[config.mk]
export PLATFORM = sky130hd
export DESIGN_NAME = bcd_code_conv_seq
export DESIGN_NICKNAME = d
export VERILOG_FILES = /design/src/rtl/bcd_code_pkg.sv /design/src/rtl/bcd_code_conv_seq_digit.sv /design/src/rtl/bcd_code_conv_seq.sv
export SDC_FILE = /design/constraint.sdc
export NUM_CORES = 1
export LEC_CHECK = 0
export ABC_AREA = 1
export BUFFER_PORTS_ARGS = -buffer_cell sky130_fd_sc_hd__buf_2
export CAP_MARGIN = 40
export CELL_PAD_IN_SITES_DETAIL_PLACEMENT = 0
export CELL_PAD_IN_SITES_GLOBAL_PLACEMENT = 2
export CORE_MARGIN = 8
export CORE_UTILIZATION = 33
export DETAILED_ROUTE_END_ITERATION = 7
export PLACE_DENSITY = 0.86
export RECOVER_POWER = 25
export SLEW_MARGIN = 30
export SYNTH_ARGS = -nofsm -noshare
export SYNTH_HDL_FRONTEND = slang
export SYNTH_SLANG_ARGS = --single-unit
export TNS_END_PERCENT = 5
[constraint.sdc]
create_clock -name clk -period 4.75 [get_ports clk]
set_input_delay 0.95 -clock clk [delete_from_list [all_inputs] [get_ports clk]]
set_output_delay 0.95 -clock clk [all_outputs]
set_load 0.02 [all_outputs]
[src/rtl/bcd_code_pkg.sv]
// Shared constants and types for the multi-digit 8421 <-> 5421 BCD converter.
package bcd_code_pkg;

    localparam int DIGIT_W = 4;

    localparam logic MODE_8421_TO_5421 = 1'b0;
    localparam logic MODE_5421_TO_8421 = 1'b1;

    localparam logic [DIGIT_W-1:0] BCD_INVALID_OUT = 4'h0;
    localparam logic [DIGIT_W-1:0] BCD_MAX_8421    = 4'd9;
    localparam logic [DIGIT_W-1:0] BCD_MAX_5421    = 4'd12;
    localparam logic [DIGIT_W-1:0] BCD_FIVE_5421   = 4'd8;
    localparam logic [DIGIT_W-1:0] BCD_LOW_MAX     = 4'd4;
    localparam logic [DIGIT_W-1:0] BCD_5421_OFFSET = 4'd3;

    typedef enum logic [1:0] {
        IDLE,
        RUN,
        HOLD
    } state_t;

    // Step counter width; a single-step word still needs a 1-bit counter.
    function automatic int step_cnt_w(input int steps);
        return (steps > 1) ? $clog2(steps) : 1;
    endfunction

endpackage

[src/rtl/bcd_code_conv_seq_digit.sv]
// Combinational single-digit 8421 <-> 5421 converter with invalid-code detection.
module bcd_digit_conv
    import bcd_code_pkg::*;
(
    input  logic [3:0] digit,
    input  logic       mode,
    output logic [3:0] code,
    output logic       err
);

    // Codes 0..4 are identical in both weightings; only the upper half moves by 3.
    function automatic logic [4:0] map_to_5421(input logic [3:0] d);
        if (d <= BCD_LOW_MAX)
            return {1'b0, d};
        else if (d <= BCD_MAX_8421)
            return {1'b0, d + BCD_5421_OFFSET};
        else
            return {1'b1, BCD_INVALID_OUT};
    endfunction

    function automatic logic [4:0] map_to_8421(input logic [3:0] d);
        if (d <= BCD_LOW_MAX)
            return {1'b0, d};
        else if (d >= BCD_FIVE_5421 && d <= BCD_MAX_5421)
            return {1'b0, d - BCD_5421_OFFSET};
        else
            return {1'b1, BCD_INVALID_OUT};
    endfunction

    logic [4:0] mapped;

    always_comb begin
        mapped = {1'b1, BCD_INVALID_OUT};
        if (mode == MODE_8421_TO_5421)
            mapped = map_to_5421(digit);
        else
            mapped = map_to_8421(digit);
    end

    assign err  = mapped[4];
    assign code = mapped[3:0];

endmodule

[src/rtl/bcd_code_conv_seq.sv]
// Sequential NDIG-digit 8421 <-> 5421 converter, LANES digits per cycle, LSD first,
// with valid/ready handshakes on both sides and per-digit invalid-code flags.
module bcd_code_conv_seq
    import bcd_code_pkg::*;
#(
    parameter int NDIG  = 4,
    parameter int LANES = 1
) (
    input  logic              clk,
    input  logic              rst,
    input  logic              in_valid,
    output logic              in_ready,
    input  logic              in_mode,
    input  logic [4*NDIG-1:0] in_data,
    output logic              out_valid,
    input  logic              out_ready,
    output logic [4*NDIG-1:0] out_data,
    output logic [NDIG-1:0]   out_err,
    output logic              out_err_any
);

    localparam int NSTEP = (LANES > 0) ? (NDIG / LANES) : 1;
    localparam int CW    = step_cnt_w(NSTEP);
    localparam logic [CW-1:0] LAST_STEP = CW'(NSTEP - 1);

    generate
        if (NDIG < 1 || LANES < 1 || ((LANES > 0) ? (NDIG % LANES) : 1) != 0) begin : g_bad_cfg
            $error("bcd_code_conv_seq: NDIG must be >= 1 and a multiple of LANES");
        end
    endgenerate

    state_t            state;
    state_t            state_next;
    logic [CW-1:0]     cnt;
    logic              accept;

    logic              mode_p0;
    logic [4*NDIG-1:0] src_p0;
    logic [4*NDIG-1:0] res_p1;
    logic [NDIG-1:0]   err_p1;

    logic [3:0]        lane_digit [LANES];
    logic [3:0]        lane_code  [LANES];
    logic [LANES-1:0]  lane_err;

    always_comb begin
        state_next = state;
        in_ready   = 1'b0;
        out_valid  = 1'b0;
        case (state)
            IDLE: begin
                in_ready = 1'b1;
                if (in_valid)
                    state_next = RUN;
            end
            RUN: begin
                if (cnt == LAST_STEP)
                    state_next = HOLD;
            end
            HOLD: begin
                out_valid = 1'b1;
                // Same-edge handoff lets a waiting word start as the result leaves.
                in_ready  = out_ready;
                if (out_ready)
                    state_next = in_valid ? RUN : IDLE;
            end
            default: state_next = IDLE;
        endcase
    end

    assign accept = in_valid & in_ready;

    always_ff @(posedge clk) begin
        if (rst)
            state <= IDLE;
        else
            state <= state_next;
    end

    // Stage p0: operand capture on accept
    always_ff @(posedge clk) begin
        if (accept) begin
            src_p0  <= in_data;
            mode_p0 <= in_mode;
        end
    end

    always_comb begin
        for (int l = 0; l < LANES; l++) begin
            lane_digit[l] = src_p0[4*l +: 4];
            for (int s = 0; s < NSTEP; s++) begin
                if (cnt == CW'(s))
                    lane_digit[l] = src_p0[4*(s*LANES + l) +: 4];
            end
        end
    end

    for (genvar l = 0; l < LANES; l++) begin : g_lane
        bcd_digit_conv u_conv (
            .digit (lane_digit[l]),
            .mode  (mode_p0),
            .code  (lane_code[l]),
            .err   (lane_err[l])
        );
    end

    // Stage p1: per-step result/error write-back and step counter
    always_ff @(posedge clk) begin
        if (rst) begin
            cnt    <= '0;
            res_p1 <= '0;
            err_p1 <= '0;
        end else if (accept) begin
            cnt    <= '0;
            res_p1 <= '0;
            err_p1 <= '0;
        end else if (state == RUN) begin
            if (cnt != LAST_STEP)
                cnt <= cnt + CW'(1);
            for (int k = 0; k < NDIG; k++) begin
                if (cnt == CW'(k / LANES)) begin
                    res_p1[4*k +: 4] <= lane_code[k % LANES];
                    err_p1[k]        <= lane_err[k % LANES];
                end
            end
        end
    end

    assign out_data    = res_p1;
    assign out_err     = err_p1;
    assign out_err_any = |err_p1;

endmodule

# Yosys cells after proc, flatten, opt, wreduce, memory -nomap -nowiden
# Cells that the tools add are included.
# op_classes
div_mod_pow	0
n_addsub	3
n_eq_ne	9
n_shift	0
magnitude_cmp	4
bitwise	1
mul	0
n_reduce_logical	11
mux	15
# ops
cell	count
5-bit 2-to-1 mux	5
4-bit 2-to-1 mux	3
2-bit AND reduction	5
4-bit <= comparator (second input constant)	2
2-bit != test (second input constant)	4
2-bit == test (second input constant)	3
2-bit 2-to-1 mux	3
2-bit case mux with 3 select lines	1
4-bit by 2-bit adder with 4-bit output (second input constant)	1
2-bit by 1-bit == test with 1-bit output (second input constant)	2
4-bit greater-or-equal comparator (second input constant)	1
4-bit by 3-bit <= comparator with 1-bit output (second input constant)	1
2-bit zero test	2
4-bit OR reduction	1
4-bit by 2-bit subtractor with 4-bit output (second input constant)	1
3-bit AND reduction	1
2-bit by 1-bit adder with 2-bit output (second input constant)	1
1-bit 2-to-1 mux	2
1-bit case mux with 2 select lines	1
2-bit OR reduction	1
1-bit bitwise AND	1
1-bit logical AND	1
# word_totals
ramBits	0
n_memories	0
reg_bits	41
latchBits	0
inputBits	21
romBits	0
wordCells	55

# Depth between registers and ports, before layout
# logic_depth
depth_word	9
ltp_mapped	17

# By module
# From an unflattened synthesis, not the netlist that was laid out.
# hier_totals
cells_unflattened	222
area_unflattened_um2	1893.1
# modules_own_cells
mod	cells_each	seq_area_each_um2	n_inst	area_per_inst_um2
bcd_code_conv_seq	173	991.0	1	1635.3
bcd_digit_conv	49	0.0	1	257.7

# Worst setup path after synthesis
# No wires, ideal clock.
# synth_timing
path_kind	input to output
from	input out_ready
to	output in_ready
arrival_ns	1.357
n_path_buf	0
setup_slack_ns	2.443
path_stages	2
required_ns	3.800
path_cell_list	inv_1 a21oi_1
# synth_between
elab_chain_len	1
# synth_lines
element	line	text
start: declaration	bcd_code_conv_seq.sv:16	input logic out_ready,
1-bit case mux with 2 select lines	bcd_code_conv_seq.sv:50	case (state)
end: declaration	bcd_code_conv_seq.sv:12	output logic in_ready,
# Every way passes these cells.

# Final worst setup path
# layout_timing
from	register cnt[0]
to	register err_p1[2] (netlist: out_err[2])
# layout_between
elab_chain_len	9
word_cells_on_any_way	17
# layout_lines
element	line	text
start: declaration	bcd_code_conv_seq.sv:34	logic [CW-1:0] cnt;
start signal: assignment	bcd_code_conv_seq.sv:119	cnt <= cnt + CW'(1);
2-bit by 1-bit == test with 1-bit output	bcd_code_conv_seq.sv:92	if (cnt == CW'(s))
4-bit 2-to-1 mux (3 in series)	bcd_code_conv_seq.sv:92	
4-bit greater-or-equal comparator or 4-bit <= comparator (tied branches)	bcd_code_conv_seq_digit.sv:24	else if (d >= BCD_FIVE_5421 && d <= BCD_MAX_5421)
1-bit logical AND	bcd_code_conv_seq_digit.sv:24	
5-bit 2-to-1 mux	bcd_code_conv_seq_digit.sv:24	
5-bit 2-to-1 mux	bcd_code_conv_seq_digit.sv:22	if (d <= BCD_LOW_MAX)
5-bit 2-to-1 mux	bcd_code_conv_seq_digit.sv:34	if (mode == MODE_8421_TO_5421)
end signal: indexed assignment	bcd_code_conv_seq.sv:123	err_p1[k] <= lane_err[k % LANES];
end: declaration	bcd_code_conv_seq.sv:40	logic [NDIG-1:0] err_p1;
# Several ways; a longest one is shown, not always the timed one.
# A chain may end at the register's enable or synchronous reset.

==> impl_metrics.json <==
{
  "crit_fanout": 8,
  "crit_type": "reg2reg",
  "grt_usage": 0.106,
  "outcome": "finished, final reports clean",
  "num_vias": 1566,
  "final_antenna_net_count": 0,
  "ys_types": 22,
  "final-hold-violation-count": 0,
  "relSlewSlack": 0.550,
  "cts.path.max_buffers": 2,
  "synth-adder-area-share": 0.0395,
  "synthMuxAreaShare": 0,
  "cts-root-buf": "clkbuf_8",
  "drt_iter0_markers": 81,
  "startpoint": "cnt[0]$_SDFFE_PP0P_",
  "vias_per_cell": 4.54,
  "pre_cts_ws_ps": 2390,
  "cp_common_cell": "inv_1",
  "syn_area_per_cell_um2": 8.48,
  "whs_ps": 512,
  "boundaryPins": 44,
  "cp_data_required_time_ps": 4990,
  "ff2ff_path_depth": 16,
  "syn_area_um2": 1900,
  "worstMarginPinSlew_ps": 675,
  "setup_tns_ps": 0,
  "fmax_mhz": 417,
  "grt_use_met3": 0.0261,
  "grt_pass1_wl_um": 7180,
  "die-area_um2": 8440,
  "finalSetupViolCount": 0,
  "grt_overflow": 0,
  "clock_sinks": 41,
  "cp.depth": 16,
  "drc": 0,
  "critPathBufInv": 5,
  "worst_ep_arrival_time_ps": 2640,
  "core_area_um2": 5540,
  "nets": 299,
  "fin_crit_ps": 2400,
  "reg2reg_slack_ps": 2350,
  "cts_buffers": 5,
  "synth.yosys.warnings": 0,
  "synth-compound-area-share": 0.130,
  "r2r_start": "cnt[0]$_SDFFE_PP0P_",
  "gp_congestion": 0.746,
  "period_share": 0.505,
  "end_kind": "flip-flop",
  "die_h_um": 91.9,
  "clock_skew_ps": 3.80,
  "crit_path_max_incr_delay_ps": 390,
  "ctsResizeCount": 0,
  "synth_nets": 251,
  "start_kind": "flip-flop",
  "clock_latency_ps": 290,
  "drt-pass1-iter-count": 4,
  "busiest_layer": "met2",
  "power.density_nw_per_um2": 329,
  "fill_cells": 615,
  "rsz0062_at_grt": "no",
  "holdPathStages": 2,
  "yosys.area_share.simple": 0.214,
  "port_buffers": 43,
  "dp_hpwl_um": 3290,
  "cp_top_family": "simple AND/OR/NAND/NOR gates",
  "die_x_um": 91.9,
  "start_util": 0.343,
  "wl_per_cell_um": 12.6,
  "wl_um": 4360,
  "crit_path_cell_trace": "inv_1, ha_1, inv_2, nor2_1, nor2_1, nand2_1, nand2_1, inv_1, ha_1, nand3_1, nand2_1, inv_1, a21oi_4, nor2_1, o21ai_0, inv_1",
  "post-cts-setup-buffers": 0,
  "antenna_found_initial": 0,
  "use_met1": 0.128,
  "num_rows": 27,
  "synth_top_family_by_area": "simple AND/OR/NAND/NOR gates",
  "crit_slowest_cell": "dfxtp_1",
  "leakage_nw": 1.14,
  "synthCells": 224,
  "postCtsHoldBufs": 0,
  "met2_usage": 0.171,
  "worstHoldPathType": "reg2reg",
  "htreeDepth": 2,
  "drive_gt1_frac": 0.242,
  "peakVddDrop_mv": 0.127,
  "syn_to_final_growth_pct": 21.1,
  "ys_ff_latch": 41,
  "antenna_cells": 0,
  "clk_pin_slew_ps": 80,
  "synth_xor_area_frac": 0.00461,
  "grt_max_degree": 18,
  "grt_pass1_vias": 1575,
  "yosysSeqAreaShare": 0.522,
  "tritoncts": "done",
  "layout_setup_ws_ps": 2350,
  "crit_end": "out_err[2]$_SDFFE_PP0P_",
  "cap_violations": 0,
  "drv_slew": 0,
  "rr_endpoint": "out_err[2]$_SDFFE_PP0P_"
}
[cell families after synthesis]
family	Yosys count
xor gates and xnor gates	1
DFF	41
buffers and inverters	45
and+or+nand+nor	88
AOI/OAI and AO/OA	43
adders and majority gates	6
[stage by stage]
stage	total power [mW]	std cells	util	instance area, µm²
finish	0.756	345	0.415	2300
global route	0.799	345	0.415	2300
CTS	0.769	345	0.416	2300
detailed placement	0.506	337	0.396	2200
global placement	0.506	337	0.396	2200
floorplan	0.473	224	-	1900
[worst min path at each step]
| stage | from | to | slack, ps |
|---|---|---|---|
| global route | cnt[1]$_SDFFE_PP0P_ | cnt[1]$_SDFFE_PP0P_ | 550 |
| global placement | cnt[0]$_SDFFE_PP0P_ | cnt[0]$_SDFFE_PP0P_ | 490 |
| CTS | cnt[0]$_SDFFE_PP0P_ | cnt[0]$_SDFFE_PP0P_ | 510 |
| detailed placement | cnt[0]$_SDFFE_PP0P_ | cnt[0]$_SDFFE_PP0P_ | 500 |
| finish | cnt[0]$_SDFFE_PP0P_ | cnt[0]$_SDFFE_PP0P_ | 510 |
| floorplan | cnt[1]$_SDFFE_PP0P_ | cnt[1]$_SDFFE_PP0P_ | 470 |
[area by class of cell]
type,count,area [µm²],share of cell area
Timing Repair Buffer,43,214,0.0930
Inverter,43,161,0.0701
Multi-Input combinational cell,138,738,0.321
Clock inverter,1,8.76,0.00381
Sequential cell,41,991,0.431
Clock buffer,7,97.6,0.0424
Tap cell,72,90.1,0.0392
[routing by layer]
layer	vias up	wire length [µm]	share of wire
met2	38	2040	0.47
met5	-	0	0
met1	715	2080	0.48
li1	809	-	-
met3	4	178	0.041
met4	0	60	0.014
[state kept, by name, indices dropped and copies added (netlist names)]
register  count
cnt           2
state         2
mode_p0       1
out_data     16
out_err       4
src_p0       16
[report_power, final]
| part | internal, mW | switching [mW] |
|---|---|---|
| Clock | 0.137 | 0.123 |
| Sequential | 0.382 | 0.00634 |
| Combinational | 0.0344 | 0.0739 |
[worst min-delay path: stages, from the launching register on]
cell and delay, ps:
dfxtp_1 350, nand2_1 70, a21oi_1 50
[cells in the mapped netlist]
cell type	instances	area [µm²]
a21oi_1	20	100
a21oi_4	1	16.3
buf_2	1	5.00
clkbuf_1	1	3.75
dfxtp_1	24	480
edfxtp_1	17	510
ha_1	6	75.1
inv_1	40	150
inv_2	3	11.3
nand2_1	44	165
nand2_2	7	43.8
nand2_4	1	11.3
nand3_1	15	75.1
nand3_2	4	40.0
nand4_1	1	6.26
nor2_1	14	52.6
nor2_2	1	6.26
o21a_1	8	60.1
o21ai_0	13	65.1
o22ai_1	1	6.26
or2_1	1	6.26
xor2_1	1	8.76
[placed cells by master (no fill, tap or decap), drive strengths merged, types with 6 or more instances in the layout]
master / n
nand3: 19
dfxtp: 24
edfxtp: 17
o21a: 8
buf: 42
o21ai: 13
nand2: 52
clkbuf: 8
inv: 43
nor2: 15
a21oi: 21
ha: 6
Power figures use the tool's default switching activity.
